[src/rtl/signal_phase_arbiter.sv]
// signal_phase_arbiter: round-robin actuated traffic-signal controller with min/max green, yellow and all-red timing.
// Define SIGNAL_PREEMPT_EN to add the preempt/preempt_dir emergency-vehicle override.
module signal_phase_arbiter #(
  parameter int NUM_DIR   = 2,
  parameter int MIN_GREEN = 3,
  parameter int MAX_GREEN = 6,
  parameter int YELLOW_T  = 2,
  parameter int ALLRED_T  = 1,
  parameter int CNT_W     = 8
) (
  input  logic                       clk,
  input  logic                       reset,
  input  logic                       tick,
  input  logic [NUM_DIR-1:0]         req,
`ifdef SIGNAL_PREEMPT_EN
  input  logic                       preempt,
  input  logic [$clog2(NUM_DIR)-1:0] preempt_dir,
`endif
  output logic [NUM_DIR-1:0]         grant,
  output logic [3*NUM_DIR-1:0]       lit,
  output logic [$clog2(NUM_DIR)-1:0] cur_dir,
  output logic [NUM_DIR-1:0]         pending
);
  localparam int DW = $clog2(NUM_DIR);
  typedef enum logic [1:0] {ALLRED, GREEN, YELLOW} state_t;
  state_t state_q, state_d;
  logic [CNT_W-1:0] cnt_q, cnt_d, cnt_n;
  logic [DW-1:0] cur_dir_q, cur_dir_d, rr_dir, pre_tgt;
  logic [NUM_DIR-1:0] pending_q, pending_d, grant_q, grant_d, others;
  logic [3*NUM_DIR-1:0] lit_q, lit_d;
  logic other_req, gap_out, max_out, go_green, go_yellow, go_red;
  logic pre_hold, pre_kick, pre_sel;
`ifdef SIGNAL_PREEMPT_EN
  logic pre_q, pre_d;
  logic [DW-1:0] pre_dir_q, pre_dir_d;
  // The preempt target is remembered so the next green honours it even if preempt drops during clearance.
  always_comb begin
    pre_hold  = preempt && preempt_dir == cur_dir_q;
    pre_kick  = preempt;
    pre_sel   = preempt | pre_q;
    pre_tgt   = preempt ? preempt_dir : pre_dir_q;
    pre_d     = (preempt && !pre_hold) || (pre_q && state_q != GREEN);
    pre_dir_d = preempt ? preempt_dir : pre_dir_q;
  end
  always_ff @(posedge clk or posedge reset)
    if (reset) begin
      pre_q     <= 1'b0;
      pre_dir_q <= '0;
    end else begin
      pre_q     <= pre_d;
      pre_dir_q <= pre_dir_d;
    end
`else
  assign pre_hold = 1'b0;
  assign pre_kick = 1'b0;
  assign pre_sel  = 1'b0;
  assign pre_tgt  = '0;
`endif
  always_comb begin
    cnt_n = (cnt_q >= CNT_W'(MAX_GREEN)) ? cnt_q : cnt_q + 1'b1;
    others = pending_q;
    others[cur_dir_q] = 1'b0;
    other_req = |others;
    // Scan downward so the nearest pending direction after cur_dir wins.
    rr_dir = cur_dir_q;
    for (int k = NUM_DIR; k >= 1; k--) begin
      if (pending_q[(int'(cur_dir_q) + k) % NUM_DIR]) rr_dir = DW'((int'(cur_dir_q) + k) % NUM_DIR);
    end
    gap_out   = cnt_n >= CNT_W'(MIN_GREEN) && other_req && !req[cur_dir_q];
    max_out   = cnt_n >= CNT_W'(MAX_GREEN) && other_req;
    go_green  = tick && state_q == ALLRED && cnt_n == CNT_W'(ALLRED_T);
    go_yellow = tick && state_q == GREEN && !pre_hold && (pre_kick || gap_out || max_out);
    go_red    = tick && state_q == YELLOW && cnt_n == CNT_W'(YELLOW_T);
    state_d   = go_green ? GREEN : go_yellow ? YELLOW : go_red ? ALLRED : state_q;
    cnt_d     = (go_green || go_yellow || go_red) ? '0 : tick ? cnt_n : cnt_q;
    cur_dir_d = go_green ? (pre_sel ? pre_tgt : rr_dir) : cur_dir_q;
    pending_d = pending_q | req;
    if (go_green) pending_d[cur_dir_d] = 1'b0;
    for (int i = 0; i < NUM_DIR; i++) begin
      grant_d[i]      = state_d != ALLRED && cur_dir_d == DW'(i);
      lit_d[3*i +: 3] = grant_d[i] ? (state_d == GREEN ? 3'b001 : 3'b010) : 3'b100;
    end
  end
  always_ff @(posedge clk or posedge reset)
    if (reset) begin
      state_q   <= ALLRED;
      cnt_q     <= '0;
      cur_dir_q <= '0;
      pending_q <= '0;
      grant_q   <= '0;
      lit_q     <= {NUM_DIR{3'b100}};
    end else begin
      state_q   <= state_d;
      cnt_q     <= cnt_d;
      cur_dir_q <= cur_dir_d;
      pending_q <= pending_d;
      grant_q   <= grant_d;
      lit_q     <= lit_d;
    end
  assign grant   = grant_q;
  assign lit     = lit_q;
  assign cur_dir = cur_dir_q;
  assign pending = pending_q;
endmodule

[config.mk]
export PLATFORM = sky130hd
export DESIGN_NAME = signal_phase_arbiter
export DESIGN_NICKNAME = d
export VERILOG_FILES = /design/src/rtl/signal_phase_arbiter.sv
export SDC_FILE = /design/constraint.sdc
export NUM_CORES = 1
export LEC_CHECK = 0
export ABC_CLOCK_PERIOD_IN_PS = 5900
export CORE_UTILIZATION = 45
export DETAILED_ROUTE_END_ITERATION = 16
export GPL_ROUTABILITY_DRIVEN = 0
export PLACE_DENSITY = 0.65
export SLEW_MARGIN = 10
export SYNTH_ARGS = -nofsm -noshare
export SYNTH_HDL_FRONTEND = slang
export SYNTH_SLANG_ARGS = --single-unit
[constraint.sdc]
create_clock -name clk -period 5.9 [get_ports clk]
set_input_delay 1.18 -clock clk [delete_from_list [all_inputs] [get_ports clk]]
set_output_delay 1.18 -clock clk [all_outputs]
set_load 0.05 [all_outputs]
* Yosys cells after proc, flatten, opt, wreduce, memory -nomap -nowiden *
Index checks and enable logic that the tools add are counted.

storage, ports and cells
  register bits after elaboration = 21
  latch bits = 0
  bits in writable memories = 0
  bits in read-only memories = 0
  output and inout bits = 11
  word-level logic and storage cells = 77
  memories = 0

cells by class
  add/subtract/negate cells = 3
  multipliers = 0
  divide/modulo/power cells = 0
  order comparisons = 9
  equal/unequal tests = 5
  shifts and indexed selects = 0
  mux-type cells = 25
  bitwise logic cells = 8
  reductions and logical operators = 21

operators by type and width
  cell                                                               number
  two-way mux 8 bit                                                  3
  greater-or-equal comparator 8 x 3 -> 1 bit, second input constant  2
  logical AND 1 bit                                                  13
  two-way mux 1 bit                                                  13
  two-way mux 2 bit                                                  5
  adder 8 x 1 -> 8 bit, second input constant                        1
  equality test 8 x 1 -> 1 bit, second input constant                1
  equality test 8 x 2 -> 1 bit, second input constant                1
  greater-or-equal comparator 8 x 2 -> 1 bit, second input constant  1
  < comparator 2 x 3 -> 1 bit, second input constant                 2
  two-way mux 3 bit                                                  2
  bitwise AND 2 bit                                                  2
  equality test 2 x 1 -> 1 bit, second input constant                2
  < comparator 1 x 2 -> 1 bit, second input constant                 2
  NOT 2 bit                                                          2
  nonzero test 2 bit                                                 2
  logical OR 1 bit                                                   3
  adder 1 bit, second input constant                                 2
  bitwise AND 1 bit, first input constant                            2
  demux 1 bit (select 1 bit)                                         2
  equality test 2 bit, second input constant                         1
  greater-or-equal comparator 1 bit, second input constant           2
  zero test 2 bit                                                    1
  OR 2 bit                                                           1
  other kinds (3)                                                    3

* Longest topological paths before layout *
Gate-level depths: netlist of the first run.

  depth after elaboration = 16
  mapped depth = 9
  depth with buffers taken out = 7

* Worst setup path after synthesis of the first run *
No wires, ideal clock.

  kind = register to register
  from = register cnt_q[0]
  to = register lit_q[4] (netlist: lit[4])
  library setup time = 0.074 ns
  arrival = 2.312 ns
  path slack = 3.514 ns
  cell stages (with the launch flop) = 10
  clock period less this slack = 2.386 ns
  path through = dfrtp_1 -> buf_2 -> inv_1 -> ha_1 -> clkbuf_2 -> or4b_2 -> a31oi_1 -> nand3_2 -> o21ai_2 -> nor2b_1

between the ends
  elaborated cells between the ends (all ways) = 23
  those cells by class = add/sub: 1; order compare: 3; eq/ne: 3; mux: 7; reduce/logical: 9

RTL lines
  what                                                                                line  source
  from (decl)                                                                         27    logic [CNT_W-1:0] cnt_q, cnt_d, cnt_n;
  from (signal assigned)                                                              94    cnt_q <= cnt_d;
  adder 8 x 1 -> 8 bit or greater-or-equal comparator 8 x 3 -> 1 bit (tied branches)  60    cnt_n = (cnt_q >= CNT_W'(MAX_GREEN)) ? cnt_q : cnt_q + 1'b1;
  two-way mux 8 bit (*)                                                               60
  equality test 8 x 1 -> 1 bit (*)                                                    71    go_green = tick && state_q == ALLRED && cnt_n == CNT_W'(ALLRED_T);
  logical AND 1 bit (*)                                                               71
  two-way mux 1 bit (*)                                                               76    cur_dir_d = go_green ? (pre_sel ? pre_tgt : rr_dir) : cur_dir_q;
  net cur_dir_d                                                                       28    logic [DW-1:0] cur_dir_q, cur_dir_d, rr_dir, pre_tgt;
  logical AND 1 bit (*)                                                               80    grant_d[i] = state_d != ALLRED && cur_dir_d == DW'(i);
  two-way mux 3 bit (*)                                                               81    lit_d[3*i +: 3] = grant_d[i] ? (state_d == GREEN ? 3'b001 : 3'b010) : 3'b100;
  net lit_d[4]                                                                        30    logic [3*NUM_DIR-1:0] lit_q, lit_d;
  to (signal assigned)                                                                91    lit_q <= {NUM_DIR{3'b100}};
  to (signal assigned)                                                                98    lit_q <= lit_d;
  to (decl)                                                                           30

The timed path passes the listed nets; every way through them passes the cells marked *.
A chain may end at the register's enable or synchronous reset.

* Worst setup path in the final report of the first run *
  from = register cur_dir_q (netlist: cur_dir)
  to = output cur_dir

RTL lines
  what                    line  source
  from (decl)             28
  from (signal assigned)  95    cur_dir_q <= cur_dir_d;
  to (decl)               21    output logic [$clog2(NUM_DIR)-1:0] cur_dir,

No word-level cell between the ends.

==> results of run 1 <==
-- worst min-delay path by stage --
stage                           to     start  slack [ns]  cells after the start
after floorplan           cnt_q[7]  cnt_q[7]        0.47                      1
after global placement    cnt_q[4]  cnt_q[4]        0.49                      1
after detailed placement  cnt_q[6]  cnt_q[6]        0.49                      1
after CTS                 cnt_q[6]  cnt_q[6]        0.53                      1
after global routing      cnt_q[3]  cnt_q[3]        0.57                      1
final                     cnt_q[6]  cnt_q[6]        0.52                      1
-- cell usage in the layout, fill, tap and decap left out, types with 2 or more instances in the layout --
cell	Yosys	layout
o21ai_0	5	5
dfrtp_1	19	19
dfstp_2	2	2
nor2_1	5	5
o21a_1	3	3
clkdlybuf4s50_1	0	15
nor4_1	3	3
clkbuf_4	0	3
o311a_1	2	2
nor2b_1	7	7
and2_1	3	3
nand2_1	9	9
ha_1	2	2
a41o_1	2	2
o22ai_1	2	2
o22a_1	5	5
inv_1	7	7
nor3b_1	2	2
or3b_2	2	2
mux2i_1	3	3
-- layout make-up --
type	instances	area, sq um
clock buffers	3	22.5
inverters	7	26.3
repair buffers	15	150
fillers	227	1110
flip-flops and latches	21	528
clock inverters	1	7.51
multi-input cells	81	591
well taps	30	37.5
-- through the flow --
stage,util,std cells
5_1_grt,0.550,158
3_5_place_dp,0.538,154
4_1_cts,0.550,158
3_3_place_gp,0.538,154
2_1_floorplan,-,117
6_report,0.550,158
-- synthesized netlist by cell type (2+ instances only) --
| cell | count | area [sq um] |
|---|---|---|
| nor4_1 | 3 | 18.8 |
| o21a_1 | 3 | 22.5 |
| or3b_2 | 2 | 17.5 |
| inv_1 | 7 | 26.3 |
| mux2i_1 | 3 | 30.0 |
| clkbuf_1 | 3 | 11.3 |
| dfstp_2 | 2 | 52.6 |
| o22ai_1 | 2 | 12.5 |
| ha_1 | 2 | 25.0 |
| o311a_1 | 2 | 20.0 |
| nand2_1 | 9 | 33.8 |
| o22a_1 | 5 | 43.8 |
| o21ai_0 | 5 | 25.0 |
| nor3b_1 | 2 | 15.0 |
| nor2b_1 | 7 | 43.8 |
| and2_1 | 3 | 18.8 |
| buf_2 | 2 | 10.0 |
| a41o_1 | 2 | 20.0 |
| nor2_1 | 5 | 18.8 |
| dfrtp_1 | 19 | 475 |
-- power by group --
group          total (mW)  internal [mW]  switching [mW]
registers           0.264          0.196          0.0675
logic               0.474          0.189           0.285
clock network      0.0725         0.0260          0.0466
total               0.810          0.411           0.399
-- state kept, by name, summed over array words and instances, names as in the netlist --
| signal | count |
|---|---|
| lit | 6 |
| cur_dir | 1 |
| cnt_q | 8 |
| state_q | 2 |
| grant | 2 |
| pending | 2 |
-- kinds of logic (layout without fill, tap and decap cells) --
logic type | after synthesis | after routing | synth area share
AO/OA/AOI/OAI | 32 | 32 | 0.210
adder cells (fa/ha/maj) | 2 | 2 | 0.0211
buffers and inverters | 15 | 26 | 0.0570
flip-flops | 21 | 21 | 0.445
multiplexers | 3 | 3 | 0.0253
AND/OR/NAND/NOR | 44 | 44 | 0.242
-- metal layers --
metal | wire, um | vias up | share of wire
met5 | 0 | - | 0
met4 | 47 | 0 | 0.020
met3 | 77 | 5 | 0.033
met2 | 1070 | 28 | 0.46
met1 | 1160 | 458 | 0.49
li1 | - | 452 | -
==> flow_summary.toml, run 1 <==
[yosys]
synth-edff-count = 0
synth_seq_area_share = 0.445
yosysWarningCount = 0
synthesis.area_sq_um = 1190
avgSynthCellArea_sq_um = 10.1
netlist_instances = 117
ys.flop_type = "dfrtp_1"
async_flop_share = 1.00
synth_cell_type_count = 49
ys_ff_latch = 21
mappedNetlistNets = 124

[setup_path]
path_class = "flip-flop to output port"
cp.depth = 1
cp.required_ns = 4.72
crit_end = "cur_dir"
r2r_cells = 7
start_kind = "flip-flop"
reg2reg_from = "cnt_q[0]"
cp-end-kind = "output port"
crit_chain = "clkdlybuf4s50_1"
r2r_end = "lit[4]"
slowest_delay_ns = 0.86
cp_max_fo = 8
crit_slowest_cell = "clkdlybuf4s50_1"
r2r_slack_ns = 3.10
crit_family = "buffers and inverters"
worst_ep_arrival_time_ns = 1.68
worst-path-buf-inv = 1
startpoint = "cur_dir"

[floorplan]
ios = 16
initial_core_util = 0.479
core_area_sq_um = 2480
dieArea_sq_um = 2850
rows = 18
die_h_um = 53.3
die_width_um = 53.3

[timing]
setup_tns_ns = 0
fin_skew_ns = 0.00963
fin_crit_ns = 2.86
fin_crit_sh = 0.484
finalHoldViolations = 0
whs_ns = 0.518
fmax_mhz = 350
maxSlewViolCount = 0
rsz0062_at_grt = "no"
setup_ws_ns = 3.04
tightest_slew_ns = 0.765
setup_viol = 0
slew_headroom = 0.489

[pwr]
leakage_nw = 0.591
peakVddDrop_mv = 0.295
cellPowerDensity_nw_per_um2 = 594
power_mw = 0.810

[cts]
cts_buffers = 3
cts_sinks = 21
cts_tree = "done"
clk_latency_ns = 0.32
ctsResizeCount = 0
cts-root-buf = "clkbuf_4"
cts_setup_buffers = 0
clock_path_buffers = 2
clk_pin_slew_worst_paths_ns = 0.12
hold_buffers = 0
ctsHtreeMaxLevel = 1

[placed_design]
dp_hpwl_mm = 1.76
post_dp_cell_area_sq_um = 1330
preCtsSetupSlack_ns = 2.90
numPortBuffers = 15

[layout]
layout-drive-gt1-share = 0.117
stdcell_area_sq_um = 1360
fin_nets = 136
syn_to_final_growth_pct = 14.9
antenna_cells = 0

[routing]
drt_iter0_markers = 30
drc = 0
drtPass1Iterations = 5
post_drt_wl_per_cell_um = 14.9
num_vias = 943
drt-total-wl_mm = 2.36
via_per_inst = 5.97
detail-route-antenna-nets = 0

[global_routing]
grt_max_degree = 22
grt_pass1_vias = 845
grt_antenna_before_repair = 0
grt_first_pass_wirelength_mm = 3.88
grt-ovfl-total = 0
grt_use_met2 = 0.304
grt.met3_usage = 0.0172
busiest_layer = "met2"
grtUsageTotal = 0.194
use_met1 = 0.266

[min_path]
holdCritPathClass = "flip-flop to flip-flop"

[outcome]
status = "completed"

[flow_run]
drv_cap = 0
No activity file was read; power rests on OpenSTA's default activity.
==> inputs of run 2 (changes only) <==
--- a/config.mk
+++ b/config.mk
@@ -5,7 +5,7 @@
 export SDC_FILE = /design/constraint.sdc
 export NUM_CORES = 1
 export LEC_CHECK = 0
-export ABC_CLOCK_PERIOD_IN_PS = 5900
+export ABC_CLOCK_PERIOD_IN_PS = 2650
 export CORE_UTILIZATION = 45
 export DETAILED_ROUTE_END_ITERATION = 16
 export GPL_ROUTABILITY_DRIVEN = 0
==> constraint.sdc (replaced) <==
create_clock -name clk -period 2.65 [get_ports clk]
set_input_delay 0.53 -clock clk [delete_from_list [all_inputs] [get_ports clk]]
set_output_delay 0.53 -clock clk [all_outputs]
set_load 0.05 [all_outputs]
==> run 2 against run 1 <==
Clock-buffer cell count is 1 higher. Final cell count is 3.8% higher. Power is 130% higher. Flip-flop and latch count is the same. Largest power group unchanged.
==> flow_summary.toml, run 2 (synthesized netlist as in run 1, its figures left out) <==
[placed_design]
dpl.cell_count = 160
dp_hpwl_mm = 1.86
numPortBuffers = 15
preCtsSetupSlack_ns = 0.276

[cts]
hold_buffers = 0
clk_pin_slew_worst_paths_ns = 0.11
ctsResizeCount = 0
clock_path_buffers = 2
cts_sinks = 21
cts_tree = "done"
ctsHtreeMaxLevel = 1
clk_latency_ns = 0.29
cts_buffers = 3
cts-root-buf = "clkbuf_4"
cts_setup_buffers = 0

[floorplan]
ios = 16
dieArea_sq_um = 2850
core_area_sq_um = 2480
initial_core_util = 0.479
rows = 18
die_h_um = 53.3
die_width_um = 53.3

[timing]
maxSlewViolCount = 0
slew_headroom = 0.467
setup_ws_ns = 0.238
setup_tns_ns = 0
fmax_mhz = 415
fin_crit_sh = 0.910
fin_crit_ns = 2.41
rsz0062_at_grt = "no"
tightest_slew_ns = 0.799
finalHoldViolations = 0
fin_skew_ns = 0.00177
setup_viol = 0

[layout]
largest-register = "cnt_q"
layout-drive-gt1-share = 0.149
final_common_cell = "dfrtp_1"
layout_common_cells = "dfrtp_1, clkdlybuf4s50_1, nand2_1, inv_1, nor2b_1"
utilization = 0.567
nFillCells = 237
largest_reg_flops = 8
syn_to_final_growth_pct = 18.4
antenna_cells = 0
fin_nets = 142
stdcell_count = 164

[min_path]
holdCritPathClass = "flip-flop to flip-flop"
hold_path_end = "cnt_q[7]"
min-delay-start = "cnt_q[7]"
hold_path_depth = 1

[routing]
drt_iter0_markers = 20
detail-route-antenna-nets = 0
drc = 0
via_per_inst = 5.90
post_drt_wl_per_cell_um = 15.2
num_vias = 968
drt-total-wl_mm = 2.49
drtPass1Iterations = 5

[setup_path]
r2r_cells = 7
cp.required_ns = 2.88
r2r_slack_ns = 0.24
slowest_delay_ns = 0.66
cp_max_fo = 8
worst-path-buf-inv = 1
startpoint = "cnt_q[0]"
crit_family = "simple AND/OR/NAND/NOR gates"
reg2reg_from = "cnt_q[0]"
r2r_end = "lit[4]"
cp-end-kind = "flip-flop"
worst_ep_arrival_time_ns = 2.64
start_kind = "flip-flop"
crit_slowest_cell = "or4b_2"
crit_chain = "inv_1 -> ha_1 -> or4b_2 -> a31oi_1 -> nand3_2 -> o21ai_2 -> nor2b_1"
path_class = "flip-flop to flip-flop"

[global_routing]
grt_pass1_vias = 962
grt_max_degree = 22
grt-ovfl-total = 0
grt_antenna_before_repair = 0
grt_first_pass_wirelength_mm = 4.13
grtUsageTotal = 0.202

[pwr]
cellPowerDensity_nw_per_um2 = 1330
peakVddDrop_mv = 0.753
leakage_nw = 0.622

[flow_run]
drv_cap = 0

[outcome]
status = "completed"
[run 2: power by group]
part           internal, mW  switching [mW]
combinational         0.472           0.685
sequential            0.437           0.121
clock                0.0585          0.0882
total                 0.967           0.894
[run 2: worst reg2reg max path: stages, from the launching register on]
cell,delay [ns]
dfrtp_1,0.39
inv_1,0.08
ha_1,0.29
or4b_2,0.66
a31oi_1,0.34
nand3_2,0.23
o21ai_2,0.21
nor2b_1,0.16
[run 2: worst max path at each step]
stage               cells after the start  slack [ns]     end
floorplan                               9        0.26  lit[4]
global placement                        7        0.38  lit[4]
detailed placement                      7        0.28  lit[4]
CTS                                     7        0.24  lit[4]
global route                            7        0.02  lit[4]
finish                                  7        0.24  lit[4]
[run 2: metal layers]
layer  part of all wire  track usage
met4              0.017       0.0789
met5                  0            0
met3              0.042       0.0230
met2               0.48        0.350
met1               0.46        0.252
[run 2: cell type report]
| type | count | area [sq um] | area share |
|---|---|---|---|
| inverters | 7 | 26.3 | 0.0187 |
| multi-input cells | 81 | 591 | 0.421 |
| well taps | 30 | 37.5 | 0.0267 |
| repair buffers | 21 | 195 | 0.139 |
| clock buffers | 4 | 26.3 | 0.0187 |
| flip-flops and latches | 21 | 528 | 0.376 |
[run 2: per-stage QoR]
step,hold slack [ns],power (mW),instance area (sq um)
finish,0.515,1.86,1400
global route,0.536,1.99,1400
CTS,0.521,1.87,1400
detailed placement,0.495,1.71,1380
global placement,0.484,1.70,1380
floorplan,0.465,1.38,1190
